$ cat config.mk
export PLATFORM = sky130hd
export DESIGN_NAME = csa_resolver
export DESIGN_NICKNAME = d
export VERILOG_FILES = /design/src/rtl/csa_resolver.sv
export SDC_FILE = /design/constraint.sdc
export NUM_CORES = 1
export LEC_CHECK = 0
export CORE_MARGIN = 2
export CORE_UTILIZATION = 50
export CTS_CLUSTER_DIAMETER = 150
export DETAILED_ROUTE_END_ITERATION = 16
export MAX_ROUTING_LAYER = met4
export PLACE_DENSITY = 0.85
export RECOVER_POWER = 50
export SETUP_SLACK_MARGIN = 0.1
export SLEW_MARGIN = 20
export SYNTH_ARGS = -nofsm -noshare
export SYNTH_HDL_FRONTEND = slang
export SYNTH_SLANG_ARGS = --single-unit
$ cat constraint.sdc
create_clock -name sys_clk -period 3.5 [get_ports sys_clk]
set_input_delay 0.35 -clock sys_clk [delete_from_list [all_inputs] [get_ports sys_clk]]
set_output_delay 0.35 -clock sys_clk [all_outputs]
set_load 0.02 [all_outputs]
$ cat src/rtl/csa_resolver.sv
// -----------------------------------------------------------------------------
// csa_resolver
//   Carry-save to binary resolver at the tail of the Booth-4 / Wallace 16x16
//   multiplier. Takes the final redundant pair (sum vector, carry vector) from
//   the last compressor row and returns {out_cout, out_data} = in_sum + in_carry
//   under a valid/ready handshake. Results come out in acceptance order.
//
//   Configuration macro: RESOLVER_PIPE2_EN
//     defined   : split adder. S1 adds the low halves and registers the
//                 mid carry. S2 adds the high halves plus that carry.
//                 Latency 2, capacity 2.
//     undefined : one full-width add registered straight into the output
//                 stage. Latency 1, capacity 1.
//
// Ports
//   sys_clk    in   clock, rising edge
//   sys_rst_n  in   asynchronous active-low reset
//   in_valid   in   in_sum/in_carry valid
//   in_ready   out  block can accept this cycle
//   in_sum     in   [WIDTH-1:0] sum vector, bit-weighted
//   in_carry   in   [WIDTH-1:0] carry vector, already shifted to its weight
//   out_valid  out  out_data valid
//   out_ready  in   downstream accepts
//   out_data   out  [WIDTH-1:0] (in_sum + in_carry) mod 2^WIDTH
//   out_cout   out  carry out of bit WIDTH-1 (checking only)
// -----------------------------------------------------------------------------
module csa_resolver #(
    parameter int WIDTH = 32
) (
    input  logic             sys_clk,
    input  logic             sys_rst_n,
    input  logic             in_valid,
    output logic             in_ready,
    input  logic [WIDTH-1:0] in_sum,
    input  logic [WIDTH-1:0] in_carry,
    output logic             out_valid,
    input  logic             out_ready,
    output logic [WIDTH-1:0] out_data,
    output logic             out_cout
);

`ifdef RESOLVER_PIPE2_EN

    localparam int HALF = WIDTH / 2;

    // S1 state: low-half result, mid carry, untouched high halves.
    logic            s1_valid;
    logic [HALF-1:0] s1_lo_sum;
    logic            s1_c_mid;
    logic [HALF-1:0] s1_hi_s;
    logic [HALF-1:0] s1_hi_c;

    logic            s2_advance;
    logic            s1_advance;
    logic            s1_load;
    logic            s2_load;
    logic [HALF:0]   lo_add;
    logic [HALF:0]   hi_add;

    // A stage may take new data when it is empty or its content leaves this
    // cycle; this lets a full pipe move every cycle with no bubble.
    assign s2_advance = !out_valid || out_ready;
    assign s1_advance = !s1_valid || s2_advance;
    assign in_ready   = s1_advance;

    assign s1_load = in_valid && in_ready;
    assign s2_load = s1_valid && s2_advance;

    assign lo_add = {1'b0, in_sum[HALF-1:0]} + {1'b0, in_carry[HALF-1:0]};
    assign hi_add = {1'b0, s1_hi_s} + {1'b0, s1_hi_c} + {{HALF{1'b0}}, s1_c_mid};

    // NOTE: state registers use non-blocking assignments so every flop samples
    // the pre-edge values of the others, regardless of statement order.
    always_ff @(posedge sys_clk or negedge sys_rst_n) begin
        if (!sys_rst_n) begin
            // NOTE: the data registers are only qualified by the valid bits and
            // would work unreset; they are cleared anyway so outputs are
            // deterministic straight out of reset.
            s1_valid  <= 1'b0;
            s1_lo_sum <= '0;
            s1_c_mid  <= 1'b0;
            s1_hi_s   <= '0;
            s1_hi_c   <= '0;
        end else if (s1_load) begin
            s1_valid  <= 1'b1;
            s1_lo_sum <= lo_add[HALF-1:0];
            s1_c_mid  <= lo_add[HALF];
            s1_hi_s   <= in_sum[WIDTH-1:HALF];
            s1_hi_c   <= in_carry[WIDTH-1:HALF];
        end else if (s1_advance) begin
            s1_valid  <= 1'b0;
        end
    end

    always_ff @(posedge sys_clk or negedge sys_rst_n) begin
        if (!sys_rst_n) begin
            out_valid <= 1'b0;
            out_data  <= '0;
            out_cout  <= 1'b0;
        end else if (s2_load) begin
            out_valid <= 1'b1;
            out_data  <= {hi_add[HALF-1:0], s1_lo_sum};
            out_cout  <= hi_add[HALF];
        end else if (out_ready) begin
            out_valid <= 1'b0;
        end
    end

`else

    logic           load;
    logic [WIDTH:0] full_add;

    assign in_ready = !out_valid || out_ready;
    assign load     = in_valid && in_ready;
    assign full_add = {1'b0, in_sum} + {1'b0, in_carry};

    // NOTE: state registers use non-blocking assignments so every flop samples
    // the pre-edge values of the others, regardless of statement order.
    always_ff @(posedge sys_clk or negedge sys_rst_n) begin
        if (!sys_rst_n) begin
            // NOTE: out_data/out_cout are qualified by out_valid and would work
            // unreset; they are cleared anyway for deterministic outputs.
            out_valid <= 1'b0;
            out_data  <= '0;
            out_cout  <= 1'b0;
        end else if (load) begin
            out_valid <= 1'b1;
            out_data  <= full_add[WIDTH-1:0];
            out_cout  <= full_add[WIDTH];
        end else if (out_ready) begin
            out_valid <= 1'b0;
        end
    end

`endif

endmodule
==> impl_metrics.py, run 1 <==
metrics = {
    "setup_path": {
        "start_kind": "primary input",
        "critPathMaxFanout": 5,
        "cp.required_ps": 3670,
        "critPathCaptureType": "flop",
        "critPathTopFamily": "compound AO/OA/AOI/OAI gates",
        "slowest_delay_ps": 410,
        "path_buf_inv": 1,
        "crit_arrival_ps": 3110,
        "setup.worst_path.class": "in -> reg",
        "path_cells": "clkdlybuf4s50_1, ha_1, fa_1, a21o_1, a221oi_2, o32ai_2, a211o_1, a221oi_4, a221o_1, o211ai_2",
        "slowest_stage": "fa_1",
    },
    "final_layout": {
        "layout.nets": 568,
        "n_antenna_cell": 0,
        "area_growth_pct": 38.6,
        "post-route-util_pct": 70.9,
        "fillers": 489,
        "layout-drive-gt1-share_pct": 3.42,
    },
    "power": {
        "power.leakage_nw": 1.78,
        "p_per_area_nw_per_um2": 388,
        "p_seq_share_pct": 32.4,
        "clkPwrFrac_pct": 18.7,
        "power_switching_share_pct": 38.5,
        "p_int_uw": 997,
        "peakVddDrop_mv": 0.272,
        "switching_power_uw": 624,
        "finalPower_mw": 1.62,
        "combPwrFrac_pct": 48.9,
    },
    "grt": {
        "grt_start_max_net_pins": 35,
        "track_usage_pct": 27.7,
        "grt_antenna_before_repair": 0,
        "grt-ovfl-total": 0,
        "grt_pass1_wl_mm": 14.1,
        "grt_pass1_vias": 3013,
    },
    "timing": {
        "finalHoldViolations": 0,
        "tns_ps": 0,
        "fmax_mhz": 340,
        "tightestPinTransition_ps": 1950,
        "relSlewSlack_pct": -30.3,
        "fin_crit_ps": 2940,
        "setup_viol": 0,
        "slew_violations": 35,
        "fin_worst_skew_ps": 14.2,
        "fin_crit_sh_pct": 84.0,
        "grt_setup_unrepaired": "no",
    },
    "clock_tree": {
        "clock_latency_ps": 290,
        "numCtsBuffers": 5,
        "cts_sinks": 34,
        "clock_path_buffers": 2,
        "cts_setup_buffers": 0,
        "cts_root_buf": "clkbuf_8",
        "cts.repair.resized": 0,
        "ctsHoldBuffers": 0,
        "path_clk_slew_ps": 80,
        "cts_tree": "yes",
        "ctsHtreeMaxLevel": 2,
    },
    "floorplanning": {
        "io_pins": 103,
        "fp.dieH_um": 81.6,
        "row_count": 28,
        "core_area_um2": 5890,
        "fp.dieArea_um2": 6660,
        "die_w_um": 81.6,
        "start_util_pct": 51.2,
    },
    "drt": {
        "post_drt_wl_per_cell_um": 15.9,
        "ant_nets": 0,
        "drt-initial-drc-count": 215,
        "route.detailed.drc": 0,
        "via_count": 3247,
        "drt_wl_total_mm": 8.63,
        "drt_pass1_iterations": 5,
        "via_per_inst": 5.98,
    },
    "logic_synthesis": {
        "synth-seq-area-share_pct": 28.3,
        "synthCells": 371,
        "synth_seq_cells": 34,
        "synth_area_leader_cell": "dfrtp_1",
        "ys_warn_count": 0,
        "syn_nets": 472,
        "synth_most_common_cell": "nand2_1",
        "synth_area_um2": 3010,
        "yosys-top-cells-count": "nand2_1, a21oi_1, o21ai_0",
        "synth_cell_type_count": 53,
        "ys.flop_type": "dfrtp_1",
        "synth_top_area_share_pct": 28.3,
        "synth_edf_count": 0,
        "async_flop_share_pct": 100,
        "ys_top_cells_by_area": "dfrtp_1, ha_1, nand2_1, a21oi_1, o21ai_0",
        "syn_avg_cell_area_um2": 8.12,
    },
    "status": {
        "status": "finished with violations",
        "violations": "capacitance limit, slew limit",
    },
    "worst_hold_path": {
        "hp-class": "reg -> reg",
    },
    "place": {
        "dp_hpwl_mm": 6.89,
        "port_buffers": 102,
        "gp_congestion": 0.929,
    },
    "flow_run": {
        "drv_cap": 1,
    },
}
## state kept, by name, indices dropped and copies added, names as in the netlist
| signal | flops |
|---|---|
| out_cout | 1 |
| out_valid | 1 |
| out_data | 32 |
## final timing paths
path                               from           end  slack (ps)  depth (start not counted)
setup / recovery              in_sum[0]  out_data[28]         560                         10
min in group asynchronous     sys_rst_n  out_data[25]        1140                          2
max in group asynchronous     sys_rst_n      out_cout        1230                          2
hold / removal             out_data[11]  out_data[11]         480                          2
setup reg to reg              out_valid  out_data[30]        1820                          6
hold reg to reg            out_data[11]  out_data[11]         480                          2
## stage by stage
stage	setup WS [ps]	instances	hold WS [ps]	area, um2
2_1_floorplan	877	371	54.4	3010
3_3_place_gp	348	535	459	4090
3_5_place_dp	275	535	471	4090
4_1_cts	576	543	483	4180
5_1_grt	385	543	501	4170
6_report	559	543	476	4170
## cell usage in the layout (no fill, tap or decap), types with 4 or more instances in the layout
cell type        synthesis  final
clkdlybuf4s50_1          0     84
nand2_1                 61     60
a21oi_1                 38     38
o21ai_0                 38     38
dfrtp_1                 34     34
ha_1                    32     32
dlygate4sd3_1            0     18
nor2_1                  14     14
nand3_1                 11     11
nand4_1                 10     10
xor2_1                  10     10
a21o_1                   9      9
xnor2_1                  9      9
inv_1                    8      8
nand2b_1                 6      6
clkbuf_8                 0      6
o211ai_1                 5      5
o21bai_1                 5      5
and2_1                   5      5
nor3_1                   5      5
a211oi_1                 4      4
a211o_1                  4      4
and3_1                   4      4
## power by group through the flow
stage | Clock (mW) | Sequential [mW] | Combinational [mW]
finish | 0.304 | 0.525 | 0.793
detailed placement | 0 | 0.533 | 0.802
floorplan | 0 | 0.631 | 0.345
CTS | 0.312 | 0.526 | 0.804
global placement | 0 | 0.529 | 0.788
global route | 0.327 | 0.533 | 0.868
## area by class of cell
type                    count  area (um2)  area share, %
clock inverters             1        5.00          0.120
well taps                  75        93.8           2.25
repair buffers            104        1030           24.7
inverters                   8        30.0          0.719
flip-flops and latches     34         851           20.4
multi-input cells         314        2080           49.7
clock buffers               7        86.3           2.07
## worst min-delay path, cell delays in order (launching register included)
cell	delay [ps]
dfrtp_1	340
nand2_1	40
o21ai_0	60
## kinds of logic (layout without fill, tap and decap cells)
| group | after synthesis | in the layout | synth area share [%] |
|---|---|---|---|
| xor+xnor | 19 | 19 | 5.53 |
| fa+ha+maj | 33 | 33 | 14.0 |
| simple gates | 126 | 126 | 19.5 |
| flops | 34 | 34 | 28.3 |
| buf+inv | 23 | 120 | 2.91 |
| compound gates | 136 | 136 | 29.8 |
## routing by layer
| metal | global-route usage, % | routed length [um] | vias to the layer above |
|---|---|---|---|
| met5 | - | 0 | - |
| met1 | 38.3 | 3900 | 1519 |
| li1 | - | - | 1576 |
| met4 | 4.83 | 58 | 0 |
| met2 | 44.4 | 4080 | 145 |
| met3 | 3.08 | 588 | 7 |
Note: power is estimated with default switching activity, not from simulation.
==> run 2: changes to the inputs <==
CORE_UTILIZATION = 47   (was 50)
PLACE_DENSITY = 0.8   (was 0.85)
clock period = 3.05 ns   (was 3.5 ns; I/O delays follow)
==> impl_metrics.py, run 2 (synthesis results as in run 1) <==
metrics = {
    "final_layout": {
        "n_antenna_cell": 0,
        "area_growth_pct": 43.2,
        "final_common_cell": "clkdlybuf4s50_1",
        "regArea_um2": 851,
        "multiInputGateArea_um2": 2080,
        "post-route-util_pct": 68.7,
        "final_cell_mix": "clkdlybuf4s50_1, nand2_1, a21oi_1, o21ai_0, dfrtp_1",
        "layout.nets": 588,
        "layout-drive-gt1-share_pct": 7.39,
        "largest_reg_flops": 32,
        "fillers": 516,
        "top_register": "out_data",
        "largestRegisters": "out_data x32, out_cout x1, out_valid x1",
    },
    "timing": {
        "slew_violations": 35,
        "fin_crit_ps": 2760,
        "setup_ws_ps": 285,
        "fin_crit_sh_pct": 90.7,
        "grt_setup_unrepaired": "no",
        "finalHoldViolations": 0,
        "fin_worst_skew_ps": 6.96,
        "relSlewSlack_pct": -29.0,
        "holdWs_ps": 471,
        "setup_viol": 0,
        "fmax_mhz": 362,
        "tightestPinTransition_ps": 1940,
    },
    "power": {
        "power.leakage_nw": 1.87,
        "p_per_area_nw_per_um2": 432,
        "peakVddDrop_mv": 0.281,
        "finalPower_mw": 1.86,
    },
    "clock_tree": {
        "numCtsBuffers": 5,
        "ctsHoldBuffers": 0,
        "cts_tree": "yes",
        "clock_latency_ps": 290,
        "ctsHtreeMaxLevel": 2,
        "cts_root_buf": "clkbuf_8",
        "cts_setup_buffers": 0,
        "cts.repair.resized": 0,
        "path_clk_slew_ps": 70,
        "clock_path_buffers": 2,
        "cts_sinks": 34,
    },
    "grt": {
        "grt_pass1_wl_mm": 14.7,
        "track_usage_pct": 26.1,
        "grt_antenna_before_repair": 0,
        "met1_usage_pct": 37.4,
        "grt_start_max_net_pins": 45,
        "gr-usage-met3_pct": 3.26,
        "grt-ovfl-total": 0,
        "grt_util_met2_pct": 39.0,
        "grt_pass1_vias": 3102,
        "busiest_layer": "met2",
    },
    "setup_path": {
        "rr_startpoint": "out_valid",
        "setup.worst_path.class": "in -> reg",
        "critPathCaptureType": "flop",
        "path_cells": "clkdlybuf4s50_1, ha_1, fa_1, a21o_1, a221oi_2, o32ai_2, a211o_1, a221oi_4, a221o_1, o211ai_2",
        "start_kind": "primary input",
        "crit_path_start": "in_sum[0]",
        "rrSetupSlack_ps": 1390,
        "critPathTopFamily": "compound AO/OA/AOI/OAI gates",
        "slowest_stage": "clkdlybuf4s50_1",
        "path_buf_inv": 1,
        "slowest_delay_ps": 410,
        "critPathMaxFanout": 5,
        "crit_arrival_ps": 2940,
        "cp.required_ps": 3220,
    },
    "drt": {
        "post_drt_wl_per_cell_um": 15.3,
        "via_per_inst": 5.80,
        "drt-initial-drc-count": 169,
        "route.detailed.drc": 0,
        "via_count": 3272,
        "drt_wl_total_mm": 8.63,
        "drt_pass1_iterations": 5,
        "ant_nets": 0,
    },
    "floorplanning": {
        "fp.dieArea_um2": 7060,
        "row_count": 29,
        "die_w_um": 84.1,
        "start_util_pct": 48.0,
        "fp.dieH_um": 84.1,
        "io_pins": 103,
        "core_area_um2": 6280,
    },
    "flow_run": {
        "drv_cap": 1,
    },
    "status": {
        "status": "finished with violations",
        "violations": "capacitance limit, slew limit",
    },
    "worst_hold_path": {
        "hp-class": "reg -> reg",
        "hp-start": "out_data[17]",
    },
    "place": {
        "port_buffers": 102,
        "dp_hpwl_mm": 6.95,
        "place_ws_ps": -11.8,
        "gp_congestion": 0.948,
    },
}
run 2: cell count changes in the layout (fill, tap and decap cells not counted):
cell      previous run  this run
buf_4                1        21
clkbuf_1             2         1
clkbuf_8             6         5
clkinv_2             1         2
run 2: tightest hold or removal path: cells and delay by family (launching register included):
kind	cells	cell delay (ps)
flops	1	350
simple gates	2	100
run 2: metrics by stage:
stage                     instance area (um2)  std cells  setup TNS, ps
after global placement                   4240        557              0
final                                    4310        564              0
after global routing                     4310        564              0
after detailed placement                 4240        557          -11.8
after CTS                                4320        564              0
after floorplan                          3010        371              0
run 2: final timing paths:
check,to,cells after the start
max,out_data[28],10
min,out_data[17],2
max reg2reg,out_data[30],6
min reg2reg,out_data[17],2
max in group asynchronous,out_data[20],2
min in group asynchronous,out_data[22],2
run 2: routing by layer:
metal | wire length, um | up-vias
met5 | 0 | -
met4 | 103 | 0
met3 | 624 | 13
met2 | 3970 | 137
met1 | 3940 | 1513
li1 | - | 1609
run 2: layout make-up:
class                   count  share of cell area [%]
multi-input cells         314                    48.1
repair buffers            124                    27.4
flip-flops and latches     34                    19.7
clock inverters             2                   0.232
clock buffers               5                    1.60
inverters                   8                   0.696
well taps                  77                    2.23
run 2: power by group:
part           switching (mW)  internal, mW
logic                   0.497         0.445
clock network           0.168         0.153
registers              0.0531         0.547
==> run 3: changes to the inputs <==
CORE_MARGIN = 4   (was 2)
==> impl_metrics.py, run 3 (synthesis results as in run 1) <==
metrics = {
    "timing": {
        "fin_worst_skew_ps": 6.31,
        "tightestPinTransition_ps": 1990,
        "fmax_mhz": 360,
        "grt_setup_unrepaired": "no",
        "finalHoldViolations": 0,
        "relSlewSlack_pct": -32.8,
        "setup_ws_ps": 274,
        "setup_viol": 0,
        "fin_crit_ps": 2780,
        "fin_crit_sh_pct": 91.0,
        "slew_violations": 35,
        "holdWs_ps": 478,
    },
    "power": {
        "switching_power_uw": 732,
        "power.leakage_nw": 1.88,
        "combPwrFrac_pct": 50.6,
        "p_per_area_nw_per_um2": 434,
        "p_seq_share_pct": 32.0,
        "p_int_mw": 1.15,
        "peakVddDrop_mv": 0.274,
        "power_switching_share_pct": 38.9,
        "clkPwrFrac_pct": 17.3,
        "finalPower_mw": 1.88,
    },
    "place": {
        "gp_congestion": 0.950,
        "place_ws_ps": -69.9,
        "port_buffers": 102,
        "placedCellCount": 556,
        "dp_hpwl_mm": 7.30,
    },
    "final_layout": {
        "fillers": 508,
        "layout-drive-gt1-share_pct": 7.79,
        "regArea_um2": 851,
        "largest_reg_flops": 32,
        "final_common_cell": "clkdlybuf4s50_1",
        "n_antenna_cell": 0,
        "largestRegisters": "out_data x32, out_cout x1, out_valid x1",
        "final_cell_mix": "clkdlybuf4s50_1, nand2_1, o21ai_0",
        "stdcell_count": 563,
        "multiInputGateArea_um2": 2090,
        "top_register": "out_data",
        "area_growth_pct": 43.9,
        "layout.nets": 589,
    },
    "setup_path": {
        "r2r-end": "out_data[22]",
        "critPathCaptureType": "flop",
        "rrSetupSlack_ps": 1370,
        "crit_path_start": "in_sum[0]",
        "reg2regPathDepth": 6,
        "start_kind": "primary input",
        "setup.worst_path.class": "in -> reg",
        "rr_startpoint": "out_valid",
        "crit_arrival_ps": 2950,
        "critPathMaxFanout": 5,
        "crit_path_end": "out_data[28]",
        "cp.required_ps": 3230,
    },
    "floorplanning": {
        "io_pins": 103,
        "fp.dieH_um": 88.1,
        "start_util_pct": 49.7,
        "die_w_um": 88.1,
        "core_area_um2": 6060,
        "row_count": 28,
        "fp.dieArea_um2": 7750,
    },
    "drt": {
        "drt_pass1_iterations": 5,
        "via_count": 3236,
        "drt-initial-drc-count": 200,
        "ant_nets": 0,
        "via_per_inst": 5.75,
        "route.detailed.drc": 0,
        "post_drt_wl_per_cell_um": 16.0,
        "drt_wl_total_mm": 8.99,
    },
    "grt": {
        "grt_start_max_net_pins": 50,
        "grt_pass1_vias": 3157,
        "grt_pass1_wl_mm": 14.7,
        "grt-ovfl-total": 0,
        "track_usage_pct": 24.6,
        "grt_antenna_before_repair": 0,
    },
    "clock_tree": {
        "ctsHoldBuffers": 0,
        "clock_latency_ps": 290,
        "clock_path_buffers": 2,
        "cts.repair.resized": 0,
        "cts_tree": "yes",
        "cts_setup_buffers": 0,
        "cts_root_buf": "clkbuf_8",
        "ctsHtreeMaxLevel": 2,
        "path_clk_slew_ps": 80,
        "numCtsBuffers": 5,
        "cts_sinks": 34,
    },
    "status": {
        "status": "finished with violations",
        "violations": "capacitance limit, slew limit",
    },
    "flow_run": {
        "drv_cap": 1,
    },
    "worst_hold_path": {
        "hp-class": "reg -> reg",
    },
}
==> run 3: changes by cell type in the layout (fill, tap and decap cells not counted) <==
| cell | previous run | this run |
|---|---|---|
| buf_4 | 21 | 22 |
| a21oi_2 | 2 | 3 |
| a21oi_1 | 38 | 37 |
| a221oi_4 | 1 | 2 |
| a221oi_2 | 1 | 0 |
==> run 3: critical path, stage by stage <==
cell and delay (ps):
clkdlybuf4s50_1 410, ha_1 230, fa_1 390, a21o_1 230, a221oi_4 300, o32ai_2 130, a211o_1 340, a221oi_4 320
a221o_1 210, o211ai_2 70
==> run 3: worst min-delay path by stage <==
stage	start	endpoint	slack, ps	cells after the start
after floorplan	sys_rst_n	out_cout	9	0
after global placement	out_data[7]	out_data[7]	460	2
after detailed placement	out_data[7]	out_data[7]	470	2
after CTS	sys_rst_n	out_data[20]	450	2
after global routing	out_data[1]	out_data[1]	510	2
final	out_data[19]	out_data[19]	480	2
==> run 3: stage by stage <==
| stage | instance area [um2] | TNS, ps | utilization [%] |
|---|---|---|---|
| after CTS | 4320 | 0 | 71.3 |
| after global placement | 4240 | -34.5 | 70.0 |
| final | 4330 | 0 | 71.5 |
| after global routing | 4330 | 0 | 71.5 |
| after detailed placement | 4240 | -345 | 70.0 |
| after floorplan | 3010 | 0 | - |
==> run 3: metal layers <==
layer  vias to the layer above  GRT usage [%]  share of wire [%]
li1                       1621              -                  -
met1                      1479           34.3                 47
met2                       122           37.9                 44
met3                        14           2.54                7.3
met4                         0           7.01                1.5
met5                         -              -                  0
==> run 3: area by class of cell <==
cell class | instances | area share, %
sequential | 34 | 19.6
clock inverter | 2 | 0.231
tap | 75 | 2.17
inverter | 8 | 0.693
timing repair buffer | 125 | 27.5
clock buffer | 5 | 1.59
multi-input combinational | 314 | 48.2
==> run 3: power by group through the flow <==
stage / clock network (mW) / logic (mW) / registers (mW)
5_1_grt: 0.354 / 1.04 / 0.617
2_1_floorplan: 0 / 0.395 / 0.724
6_report: 0.326 / 0.952 / 0.602
3_3_place_gp: 0 / 0.948 / 0.609
3_5_place_dp: 0 / 0.961 / 0.613
4_1_cts: 0.334 / 0.966 / 0.604
==> RTL change 1: new RTL, settings of run 3 <==
Build with the macro `RESOLVER_PIPE2_EN` defined.
--- a/src/rtl/csa_resolver.sv
+++ b/src/rtl/csa_resolver.sv
@@ -24,6 +24,8 @@
 //   out_data   out  [WIDTH-1:0] (in_sum + in_carry) mod 2^WIDTH
 //   out_cout   out  carry out of bit WIDTH-1 (checking only)
 // -----------------------------------------------------------------------------
+`define RESOLVER_PIPE2_EN
+
 module csa_resolver #(
     parameter int WIDTH = 32
 ) (
Function: changed (Yosys sat finds a counterexample within 4 cycles, from zero or initial values and one cycle with sys_rst_n low).
==> RTL change 1 against run 3 <==
  * The run still ends with max-capacitance violations, max-slew violations left
  * Clock power rose to 2.6 times the old value
  * Synthesized area up 53%
  * Sequential cell count is 50 higher
  * Wire length rose by 11%
  * Final area is 38% higher
  * Total power grew 120%
  * Setup slack gained 0.27 ns
  * Sequential share of layout area is 16 points higher
  * Maximum frequency increased by 11%
  * Critical path type is now flop to flop
  * Largest power group unchanged
==> RTL change 1: results <==
[pwr]
finalPower_mw = 4.13
power.switching_mw = 1.41
ir_worst_vdd_v = 0.000286
p_seq_mw = 1.58
p_leak_nw = 2.59

[routing]
drtIter0Drc = 210
wire_per_inst_microns = 15.1
wl_met2_mm = 5.15
drt-met1-wl_mm = 3.93
wirelength_mm = 9.99

[finish]
num-nonclk-buffers = 106
antenna_cells = 1
clkCellAreaFrac_pct = 3.55
num-fill-cells = 771
multi_input_area_share_pct = 40.4
seq_share_pct = 35.2
buf_share_pct = 17.8
inv_count = 5
n_clock_buffer = 10

[synthesis]
synth.cells.most_frequent = "dfrtp_1, mux2_2, nand2_1, o21ai_0, ha_1"
synthAdderAreaFrac_pct = 9.70
synth_compound_area_share_pct = 15.7
yosysSeqAreaShare_pct = 45.5
synth-xor-area-share_pct = 4.74
yosys_register_bits = 84

[setup_path]
slowest_delay_ns = 0.47
cp.arrival_ns = 2.73
crit_family = "adder cells"
crit_slowest_cell = "fa_1"

[job]
cap_viol_max_count = 1

[placed_design]
hpwlAfterDp_mm = 7.57
dpl_cell_area_sq_mm = 0.00576
dp_cells = 645

[global_routing]
grt_util_met1_pct = 19.9
met2_usage_pct = 32.5
grt_max_degree = 85
met3_usage_pct = 3.61

[clocking]
clk_latency_ns = 0.35

[sta]
worstMarginPinSlew_ns = 2.02
drv_slew = 85

[die]
die_x_microns = 107

[status]
violations = "max-capacitance violations, max-slew violations"
status = "finished, violations left"
[RTL change 1: cell count changes in the layout (fill, tap and decap cells not counted), sizes merged, moves of 4 or more]
cell,run 3,this run
and2,5,1
nor2,14,9
nand2,61,52
a211o,4,0
a21oi,40,32
clkdlybuf4s50,84,99
dlygate4sd3,18,2
clkbuf,6,11
mux2,0,53
buf,22,4
xor2,10,16
dfrtp,34,84
a21o,9,15
nand4,10,4
[RTL change 1: final timing paths]
path | from | endpoint | slack (ns) | cells past startpoint
min in group asynchronous | sys_rst_n | s1_hi_c[15] | 0.53 | 1
worst max-delay path | s1_c_mid | out_data[28] | 0.54 | 8
worst min-delay path | s1_lo_sum[9] | s1_lo_sum[9] | 0.48 | 2
max in group asynchronous | sys_rst_n | s1_lo_sum[14] | 1.36 | 1
worst min register to register | s1_lo_sum[9] | s1_lo_sum[9] | 0.48 | 2
worst max register to register | s1_c_mid | out_data[28] | 0.54 | 8
==> RTL change 2: new RTL, settings of run 3 <==
Made on the original files. `WIDTH`: 32 -> 16.
--- a/src/rtl/csa_resolver.sv
+++ b/src/rtl/csa_resolver.sv
@@ -25,7 +25,7 @@
 //   out_cout   out  carry out of bit WIDTH-1 (checking only)
 // -----------------------------------------------------------------------------
 module csa_resolver #(
-    parameter int WIDTH = 32
+    parameter int WIDTH = 16
 ) (
     input  logic             sys_clk,
     input  logic             sys_rst_n,
Interface: changed (resized in_carry, in_sum and out_data); port bits go from 103 to 55. No check against the original RTL was run, so the function may have changed too.
==> RTL change 2 against run 3 <==
  * Synthesized area down 51%
  * Final area is 52% lower
  * Via count fell by 53%
  * Sequential cell count is 16 lower
  * Setup slack improved by 0.32 ns
  * Wire length fell by 57%
  * Largest power group unchanged
  * Total power down 53%
  * Largest cell class unchanged
==> RTL change 2: results <==
[clocking]
cts-root-buf = "clkbuf_4"
path_clk_slew_ns = 0.10
htreeDepth = 1
numCtsBuffers = 3

[routing]
drtIter0Drc = 114
met3_length_microns = 182
wirelength_mm = 3.90
drt-met1-wl_mm = 1.73
via_per_inst = 5.65
wl_met2_mm = 1.92
ant_nets = 0

[placed_design]
gp_congestion = 0.809
port_buffers = 54
hpwlAfterDp_mm = 3.24

[setup_path]
crit_slowest_cell = "a311o_2"
slowest_delay_ns = 0.43
r2r_slack_ns = 1.03
endpoint = "out_data[14]"

[finish]
drive_above_1_share_pct = 2.64
largestRegisters = "out_data: 16 flops, out_cout: 1 flops, out_valid: 1 flops"

[global_routing]
grt_pass1_vias = 1457
grt_max_degree = 27
met2_usage_pct = 34.7
grt_pass1_wl_mm = 6.67
met3_usage_pct = 1.93
grt_usage_pct = 20.8

[synthesis]
yosysSeqAreaShare_pct = 30.6
synth_cell_type_count = 43
synth-xor-area-share_pct = 4.77
synth_nets = 228
synth_mux_area_share_pct = 1.45
synthAdderAreaFrac_pct = 15.0
synth.cells.most_frequent = "nand2_1, a21oi_1, dfrtp_1, ha_1, o21ai_0"
synth_compound_area_share_pct = 25.4

[pwr]
p_leak_nw = 0.905

[status]
status = "finished, final reports clean"

[sta]
relSlewSlack_pct = 34.1
finClkSkew_ns = 0.00323
RTL change 2: cell types whose count changed after synthesis, moves of 7 or more:
cell | run 3 | this run
ha_1 | 32 | 16
o21ai_0 | 38 | 16
a21oi_1 | 38 | 18
clkbuf_1 | 13 | 3
nor2_1 | 14 | 4
nand2_1 | 61 | 29
nand4_1 | 10 | 3
dfrtp_1 | 34 | 18
RTL change 2: how the worst min path moves through the flow:
stage	start	endpoint	slack [ns]
finish	out_data[10]	out_data[10]	0.49
global route	out_data[8]	out_data[8]	0.51
CTS	out_data[13]	out_data[13]	0.49
detailed placement	out_data[3]	out_data[3]	0.47
global placement	out_data[1]	out_data[1]	0.46
floorplan	sys_rst_n	out_cout	0.009
RTL change 2: where the power goes:
part / switching [mW] / leakage [nW] / internal [mW]
logic: 0.223 / 0.666 / 0.206
registers: 0.0238 / 0.218 / 0.286
clock network: 0.0793 / 0.0210 / 0.0729
RTL change 2: worst reg2reg max path: cells and delay by family (launching register included):
kind / cells / cell delay, ns
buffers and inverters: 1 / 0.77
DFF: 1 / 0.36
and+or+nand+nor: 4 / 0.57
muxes: 1 / 0.19
RTL change 2: metrics by stage:
step	cell area [sq um]	instances	total power, mW	hold slack (ns)
detailed placement	2040	267	0.749	0.470
global route	2070	271	0.952	0.515
floorplan	1470	175	0.552	0.00941
finish	2070	271	0.891	0.487
CTS	2080	271	0.900	0.495
global placement	2040	267	0.737	0.457
RTL change 2: cells by family after synthesis:
kind of cell | Yosys count
compound gates | 60
mux | 2
buf+inv | 11
flops | 18
fa+ha+maj | 17
simple gates | 59
xor+xnor | 8
RTL change 2: area by class of cell:
class | count | area (sq um)
tap | 44 | 55.1
sequential | 18 | 450
multi-input combinational | 146 | 973
inverter | 4 | 15.0
clock buffer | 4 | 36.3
fill | 251 | 953
timing repair buffer | 55 | 544
